--- src/rtl/gpio_spi_host.sv ---
// gpio_spi_host: SPI mode-0 master issuing single-register R/W frames
// to the GPIO expander, with trailing sclk pulses for its APB clock.
// Ports: pclk/reset (sync, active-high); cmd_valid/ready/write/addr/wdata;
// rsp_valid/rsp_rdata; busy; sclk/mosi/ss (registered); miso.
module gpio_spi_host #(
  parameter int ADDR_WIDTH = 7,
  parameter int DATA_WIDTH = 8,
  parameter int CLK_DIV    = 2,
  parameter int TAIL_CLKS  = 2
) (
  input  logic                  pclk,
  input  logic                  reset,
  input  logic                  cmd_valid,
  output logic                  cmd_ready,
  input  logic                  cmd_write,
  input  logic [ADDR_WIDTH-1:0] cmd_addr,
  input  logic [DATA_WIDTH-1:0] cmd_wdata,
  output logic                  rsp_valid,
  output logic [DATA_WIDTH-1:0] rsp_rdata,
  output logic                  busy,
  output logic                  sclk,
  output logic                  mosi,
  input  logic                  miso,
  output logic                  ss
);

  localparam int FB = 1 + ADDR_WIDTH + DATA_WIDTH;
  localparam int NB = FB + TAIL_CLKS;
  localparam int PW = $clog2(CLK_DIV + 1);
  localparam int BW = $clog2(NB + 1);

  localparam logic [PW-1:0] PH_LAST   = PW'(CLK_DIV - 1);
  localparam logic [BW-1:0] BIT_FLAST = BW'(FB - 1);
  localparam logic [BW-1:0] BIT_LAST  = BW'(NB - 1);
  localparam logic [BW-1:0] CAP_FIRST = BW'(FB - DATA_WIDTH);

  typedef enum logic [2:0] {
    S_IDLE,
    S_SETUP,
    S_SHIFT,
    S_TAIL,
    S_HOLD,
    S_GAP
  } state_t;

  state_t                state_q, state_d;
  logic [PW-1:0]         ph_q, ph_d;
  logic [BW-1:0]         bit_q, bit_d;
  logic [FB-1:0]         sh_q, sh_d;
  logic [DATA_WIDTH-1:0] rd_q, rd_d;
  logic [DATA_WIDTH-1:0] rdata_q, rdata_d;
  logic                  rvld_q, rvld_d;
  logic                  busy_q, busy_d;
  logic                  sclk_q, sclk_d;
  logic                  mosi_q, mosi_d;
  logic                  ss_q, ss_d;
  logic                  ph_end;

  assign ph_end    = (ph_q == PH_LAST);
  assign cmd_ready = (state_q == S_IDLE) && !reset;

  always_comb begin
    state_d = state_q;
    ph_d    = ph_q;
    bit_d   = bit_q;
    sh_d    = sh_q;
    rd_d    = rd_q;
    rdata_d = rdata_q;
    rvld_d  = 1'b0;
    busy_d  = busy_q;
    sclk_d  = sclk_q;
    mosi_d  = mosi_q;
    ss_d    = ss_q;
    unique case (state_q)
      S_IDLE: begin
        if (cmd_valid) begin
          sh_d    = {cmd_write, cmd_addr,
                     cmd_write ? cmd_wdata : {DATA_WIDTH{1'b0}}};
          mosi_d  = cmd_write;
          ss_d    = 1'b0;
          sclk_d  = 1'b0;
          busy_d  = 1'b1;
          ph_d    = '0;
          bit_d   = '0;
          state_d = S_SETUP;
        end
      end
      S_SETUP: begin
        if (ph_end) begin
          ph_d    = '0;
          state_d = S_SHIFT;
        end else begin
          ph_d = ph_q + 1'b1;
        end
      end
      S_SHIFT, S_TAIL: begin
        if (!ph_end) begin
          ph_d = ph_q + 1'b1;
        end else if (!sclk_q) begin
          ph_d   = '0;
          sclk_d = 1'b1;
          // Only the data field is captured; read and write alike.
          if (state_q == S_SHIFT && bit_q >= CAP_FIRST)
            rd_d = {rd_q[DATA_WIDTH-2:0], miso};
        end else begin
          ph_d   = '0;
          sclk_d = 1'b0;
          // Zero fill makes mosi drop to 0 for the tail pulses.
          sh_d   = sh_q << 1;
          mosi_d = sh_q[FB-2];
          bit_d  = bit_q + 1'b1;
          if (bit_q == BIT_LAST)
            state_d = S_HOLD;
          else if (bit_q == BIT_FLAST)
            state_d = S_TAIL;
        end
      end
      S_HOLD: begin
        if (ph_end) begin
          ph_d    = '0;
          ss_d    = 1'b1;
          state_d = S_GAP;
        end else begin
          ph_d = ph_q + 1'b1;
        end
      end
      S_GAP: begin
        if (ph_end) begin
          ph_d    = '0;
          busy_d  = 1'b0;
          state_d = S_IDLE;
        end else begin
          ph_d = ph_q + 1'b1;
        end
      end
      default: state_d = S_IDLE;
    endcase
    // Response registered so it is visible during the last HOLD cycle.
    if (state_d == S_HOLD && ph_d == PH_LAST) begin
      rvld_d  = 1'b1;
      rdata_d = rd_d;
    end
  end

  always_ff @(posedge pclk) begin
    if (reset) begin
      state_q <= S_IDLE;
      ph_q    <= '0;
      bit_q   <= '0;
      sh_q    <= '0;
      rd_q    <= '0;
      rdata_q <= '0;
      rvld_q  <= 1'b0;
      busy_q  <= 1'b0;
      sclk_q  <= 1'b0;
      mosi_q  <= 1'b0;
      ss_q    <= 1'b1;
    end else begin
      state_q <= state_d;
      ph_q    <= ph_d;
      bit_q   <= bit_d;
      sh_q    <= sh_d;
      rd_q    <= rd_d;
      rdata_q <= rdata_d;
      rvld_q  <= rvld_d;
      busy_q  <= busy_d;
      sclk_q  <= sclk_d;
      mosi_q  <= mosi_d;
      ss_q    <= ss_d;
    end
  end

  assign rsp_valid = rvld_q;
  assign rsp_rdata = rdata_q;
  assign busy      = busy_q;
  assign sclk      = sclk_q;
  assign mosi      = mosi_q;
  assign ss        = ss_q;

endmodule

--- config.mk ---
export PLATFORM = sky130hd
export DESIGN_NAME = gpio_spi_host
export DESIGN_NICKNAME = d
export VERILOG_FILES = /design/src/rtl/gpio_spi_host.sv
export SDC_FILE = /design/constraint.sdc
export NUM_CORES = 1
export LEC_CHECK = 0
export ABC_AREA = 1
export CORE_MARGIN = 1
export CORE_UTILIZATION = 36
export CTS_CLUSTER_DIAMETER = 40
export CTS_CLUSTER_SIZE = 16
export DETAILED_ROUTE_END_ITERATION = 10
export PLACE_DENSITY_LB_ADDON = 0.2
export SYNTH_ARGS = -nofsm -noshare
export SYNTH_HDL_FRONTEND = slang
export SYNTH_SLANG_ARGS = --single-unit
export TNS_END_PERCENT = 50
--- constraint.sdc ---
create_clock -name pclk -period 2.1 [get_ports pclk]
set_clock_uncertainty 0.1 [all_clocks]
set_input_delay 0.63 -clock pclk [delete_from_list [all_inputs] [get_ports pclk]]
set_output_delay 0.63 -clock pclk [all_outputs]
set_load 0.05 [all_outputs]
# Yosys cells after proc, flatten, opt, wreduce, memory -nomap -nowiden
# Cells that the tools add are included.
# totals
latchBits	0
mem_count	0
elab_cells	82
out_inout_bits	14
reg_bits	46
inputBits	20
ram_bits	0
mem_bits_ro	0
# classes
div_mod_pow	0
shifts	0
n_lt_le_gt_ge	1
n_addsub	2
n_reduce_logical	14
eq_ne	15
multipliers	0
mux	39
n_bitwise	0
# op_table
operator	n
15-bit 2-to-1 mux	3
8-bit 2-to-1 mux	5
15-bit one-hot mux with 2 select lines	1
3-bit 2-to-1 mux	8
5-bit 2-to-1 mux	3
3-bit one-hot mux with 5 select lines	1
1-bit 2-to-1 mux	10
2-bit inequality test, second input constant	5
5-bit one-hot mux with 2 select lines	1
3-bit equality test, second input constant	3
3-bit AND reduction	3
1-bit one-hot mux with 2 select lines	4
3-bit by 2-bit equality test with 1-bit output, second input constant	2
2-bit nonzero test	3
5-bit by 1-bit adder with 5-bit output, second input constant	1
5-bit by 4-bit equality test with 1-bit output, second input constant	1
5-bit equality test, second input constant	1
5-bit by 4-bit greater-or-equal comparator with 1-bit output, second input constant	1
5-bit OR reduction	1
2-bit by 1-bit equality test with 1-bit output, second input constant	2
2-bit 2-to-1 mux	2
2-bit one-hot mux with 2 select lines	1
4-bit AND reduction	1
3-bit by 1-bit equality test with 1-bit output, second input constant	1
other kinds (5)	7

# Longest topological paths before layout
# depth
depth_word	9
ltp_mapped	14
mapped_depth_nobuf	14

# Least setup slack after synthesis
# Ideal clock, no wire load.
# synth_timing
path_type	input to output
startpoint	input reset
endpoint	output cmd_ready
required_ps	1370
n_path_buf	2
setup_slack_ps	-305
arrival_ps	1675
stages	3
cell_sequence	clkbuf_1 clkbuf_1 nor2_1
# synth_via
elab_chain_cells	2
# synth_lines
item	line	source
start, declared	12	input logic reset,
1-bit logical NOT	60	assign cmd_ready = (state_q == S_IDLE) && !reset;
1-bit logical AND	60	
end, declared	14	output logic cmd_ready,
# No other way between the ends.

# Final worst setup path
# layout_timing
startpoint	register state_q[1]
endpoint	output cmd_ready
# layout_via
elab_chain_cells	2
# layout_lines
item	line	source
start, declared	46	state_t state_q, state_d;
start signal, assigned	159	state_q <= state_d;
3-bit logical NOT	60	
1-bit logical AND	60	
# No other way between the ends.

==> out/metrics.yaml <==
pwr:
  p_per_area_nw_per_um2: 790
  p_sw_share_pct: 34.0
  p_sw_uw: 765
  combPwrFrac_pct: 30.5
  p_leak_uw: 0.00117
  seqPwrFrac_pct: 45.0
  intPower_uw: 1490
  ir_drop_v: 0.000466
  clkPwrFrac_pct: 24.5
synth:
  synth_cell_types: 33
  yosysMostFrequentCell: "nand2_1"
  yosys_warnings: 0
  ys_async_sr_fraction_pct: 0
  yosys_register_bits: 46
  synthesis.area_um2: 2220
  synth_top_family_by_area: "simple AND/OR/NAND/NOR gates"
  ys_top_cells_by_count: "nand2_1, dfxtp_1, nor2_1"
  synthFlopType: "dfxtp_1"
  avgSynthCellArea_um2: 7.59
  synth_top_area_cell: "dfxtp_1"
  synth_top_area_share_pct: 41.4
  syn_inst: 293
  synth_mux_area_share_pct: 0
  synthXorXnorAreaFrac_pct: 0
  post_synth_fa_ha_maj_area_fraction_pct: 1.69
  synth_compound_area_share_pct: 15.4
  synth-simple-area-share_pct: 32.9
  synth_enable_flop_cells: 0
  synthTopCellsByArea: "dfxtp_1, nand2_1, nor2_1, inv_1, a31oi_1"
  yosysSeqAreaShare_pct: 41.4
  synth_nets: 316
grt:
  globalRouteTotalUtil_pct: 15.6
  grt_overflow: 0
  antenna_found_initial: 0
  grt_start_max_net_pins: 30
  grt_pass1_vias: 1856
  grt_pass1_wl_um: 7950
timing:
  slew_viol_final: 0
  hold_viol: 0
  holdWs_ns: 0.363
  min_period_ns: 1.92
  tns_ns: 0
  worst_slew_margin_rel_pct: 78.1
  fmax_ghz: 0.521
  rsz0062_at_grt: "no"
  setup_viol: 0
  tightest_slew_ns: 0.329
  min_period_over_period_pct: 91.5
floorplanning:
  die_area_um2: 6490
  die_h_um: 80.6
  ios: 34
  core_area_um2: 5960
  initial_utilization_pct: 37.3
  rows: 28
  dieWidth_um: 80.6
place:
  port_buffers: 33
  place_area_um2: 2700
  place.gp.congestion: 0.764
  dp.cells: 403
  hpwl_um: 3260
cts:
  clock_sinks: 46
  htree_levels: 2
  cts_made_buffers: 5
  root_buffer: "clkbuf_8"
  cts_tree: "built"
  cts.clk_slew.worst_paths_ns: 0.08
  clk_latency_ns: 0.29
  clock_path_buffers: 2
run:
  max_cap_viol_count: 0
drt:
  drt_iter0_markers: 59
  routed_wl_um: 4450
  ant_nets: 0
  wl_per_cell_um: 10.8
  drt-pass1-iter-count: 4
  drc: 0
  via_per_inst: 4.65
  via_count: 1915
setup_path:
  worst-path-max-fanout: 6
  critPathKind: "reg2out"
  slowest_stage: "dfxtp_1"
  critical_path_buf_inv_count: 1
  cp_cell_sequence: "nor2_2 -> nand2_4 -> nor2_4 -> buf_12"
  reg2reg_from: "bit_q[0]"
  cp.required_ns: 1.37
  worstPathArrival_ns: 1.19
  rr_worst_depth: 14
  cp-end-kind: "output port"
  rr_endpoint: "rsp_rdata[5]"
  start_kind: "register"
  slowest_delay_ns: 0.38
  crit_family: "simple AND/OR/NAND/NOR gates"
  rrSetupSlack_ns: 0.21
layout:
  syn2layout_area_growth_pct: 28.2
  fin_nets: 359
  drive_above_1_share_pct: 25.5
  stdcell_count: 412
  diodes: 0
  fin_area_um2: 2850
worst_hold_path:
  hold_class: "reg2reg"
  min_to: "sh_q[1]"
  holdPathStages: 2
  hp-start: "sh_q[1]"
run_status:
  outcome: "finished, final reports clean"
[placed cells by master, fill, tap and decap left out, types with 3 or more instances in the layout]
master	netlist	final
nor2_1	35	34
clkdlybuf4s50_1	0	18
o22ai_1	4	4
nand2_2	5	8
nand3_2	1	9
inv_1	25	24
dfxtp_1	46	45
buf_4	0	23
buf_12	0	4
nor2_4	2	3
a31oi_1	13	13
o21ai_0	8	8
nand3_1	16	8
o21ai_2	8	8
clkbuf_8	0	6
nor2_2	4	4
inv_2	5	6
o21ai_1	13	13
nand2_1	71	68
a21oi_1	4	4
[state kept, by name, indices dropped and copies added, names as in the netlist]
signal / count
rsp_rdata: 8
ph_q: 2
rd_q: 8
bit_q: 5
mosi: 1
sh_q: 15
rsp_valid: 1
busy: 1
state_q: 3
sclk: 1
ss: 1
[repair_timing]
action / 4_1_cts / 5_1_grt
hold buffers: 0 / 0
endpoints found under the setup margin: 1 / 8
gates resized for setup: 1 / 15
buffers inserted: 0 / 1
pin swaps: 0 / 4
[through the flow]
stage | utilization, % | power (uW) | worst slack [ns]
final | 47.9 | 2250 | 0.179
after global routing | 47.9 | 2400 | 0.0117
after CTS | 46.8 | 2270 | 0.161
after detailed placement | 45.3 | 1710 | -0.0544
after global placement | 45.3 | 1710 | -0.0298
after floorplan | - | 1490 | 0.0341
[logic make-up (layout without fill, tap and decap cells)]
kind of cell,count (synthesis),count (layout)
compound gates,53,53
fa+ha+maj,3,3
buf+inv,43,87
flops,46,46
simple gates,148,148
[cell type report]
cell class / instances / area (um2)
flip-flops and latches: 46 / 922
clock inverters: 1 / 5.00
multi-input cells: 204 / 1170
well taps: 75 / 93.8
inverters: 33 / 129
clock buffers: 7 / 86.3
repair buffers: 46 / 442
fillers: 640 / 3110
[tightest hold or removal path, cell delays in order, from the launching register on]
cell and delay [ns]:
dfxtp_1 0.30, inv_1 0.05, o21ai_1 0.06
[power by group through the flow]
stage	clock, uW	combinational (uW)	sequential [uW]
6_report	551	688	1010
5_1_grt	603	770	1020
4_1_cts	575	681	1010
3_5_place_dp	0	680	1030
3_3_place_gp	0	674	1030
2_1_floorplan	0	429	1070
[how the worst max path moves through the flow]
stage / start / endpoint / slack [ns] / cells after the start
CTS: bit_q[0] / rsp_rdata[5] / 0.16 / 13
floorplan: reset / cmd_ready / 0.03 / 3
detailed placement: cmd_valid / rsp_rdata[3] / -0.05 / 8
finish: state_q[1] / cmd_ready / 0.18 / 4
global placement: reset / cmd_ready / -0.03 / 3
global route: bit_q[0] / rsp_rdata[3] / 0.01 / 14
[metal layers]
metal	GRT usage [%]	routed length, um	up-vias	part of all wire (%)
li1	-	-	1031	-
met1	19.9	2340	854	53
met2	25.6	1920	26	43
met3	3.07	141	4	3.2
met4	5.89	46	0	1.0
met5	0	0	-	0
No activity file was read; power rests on OpenSTA's default activity.
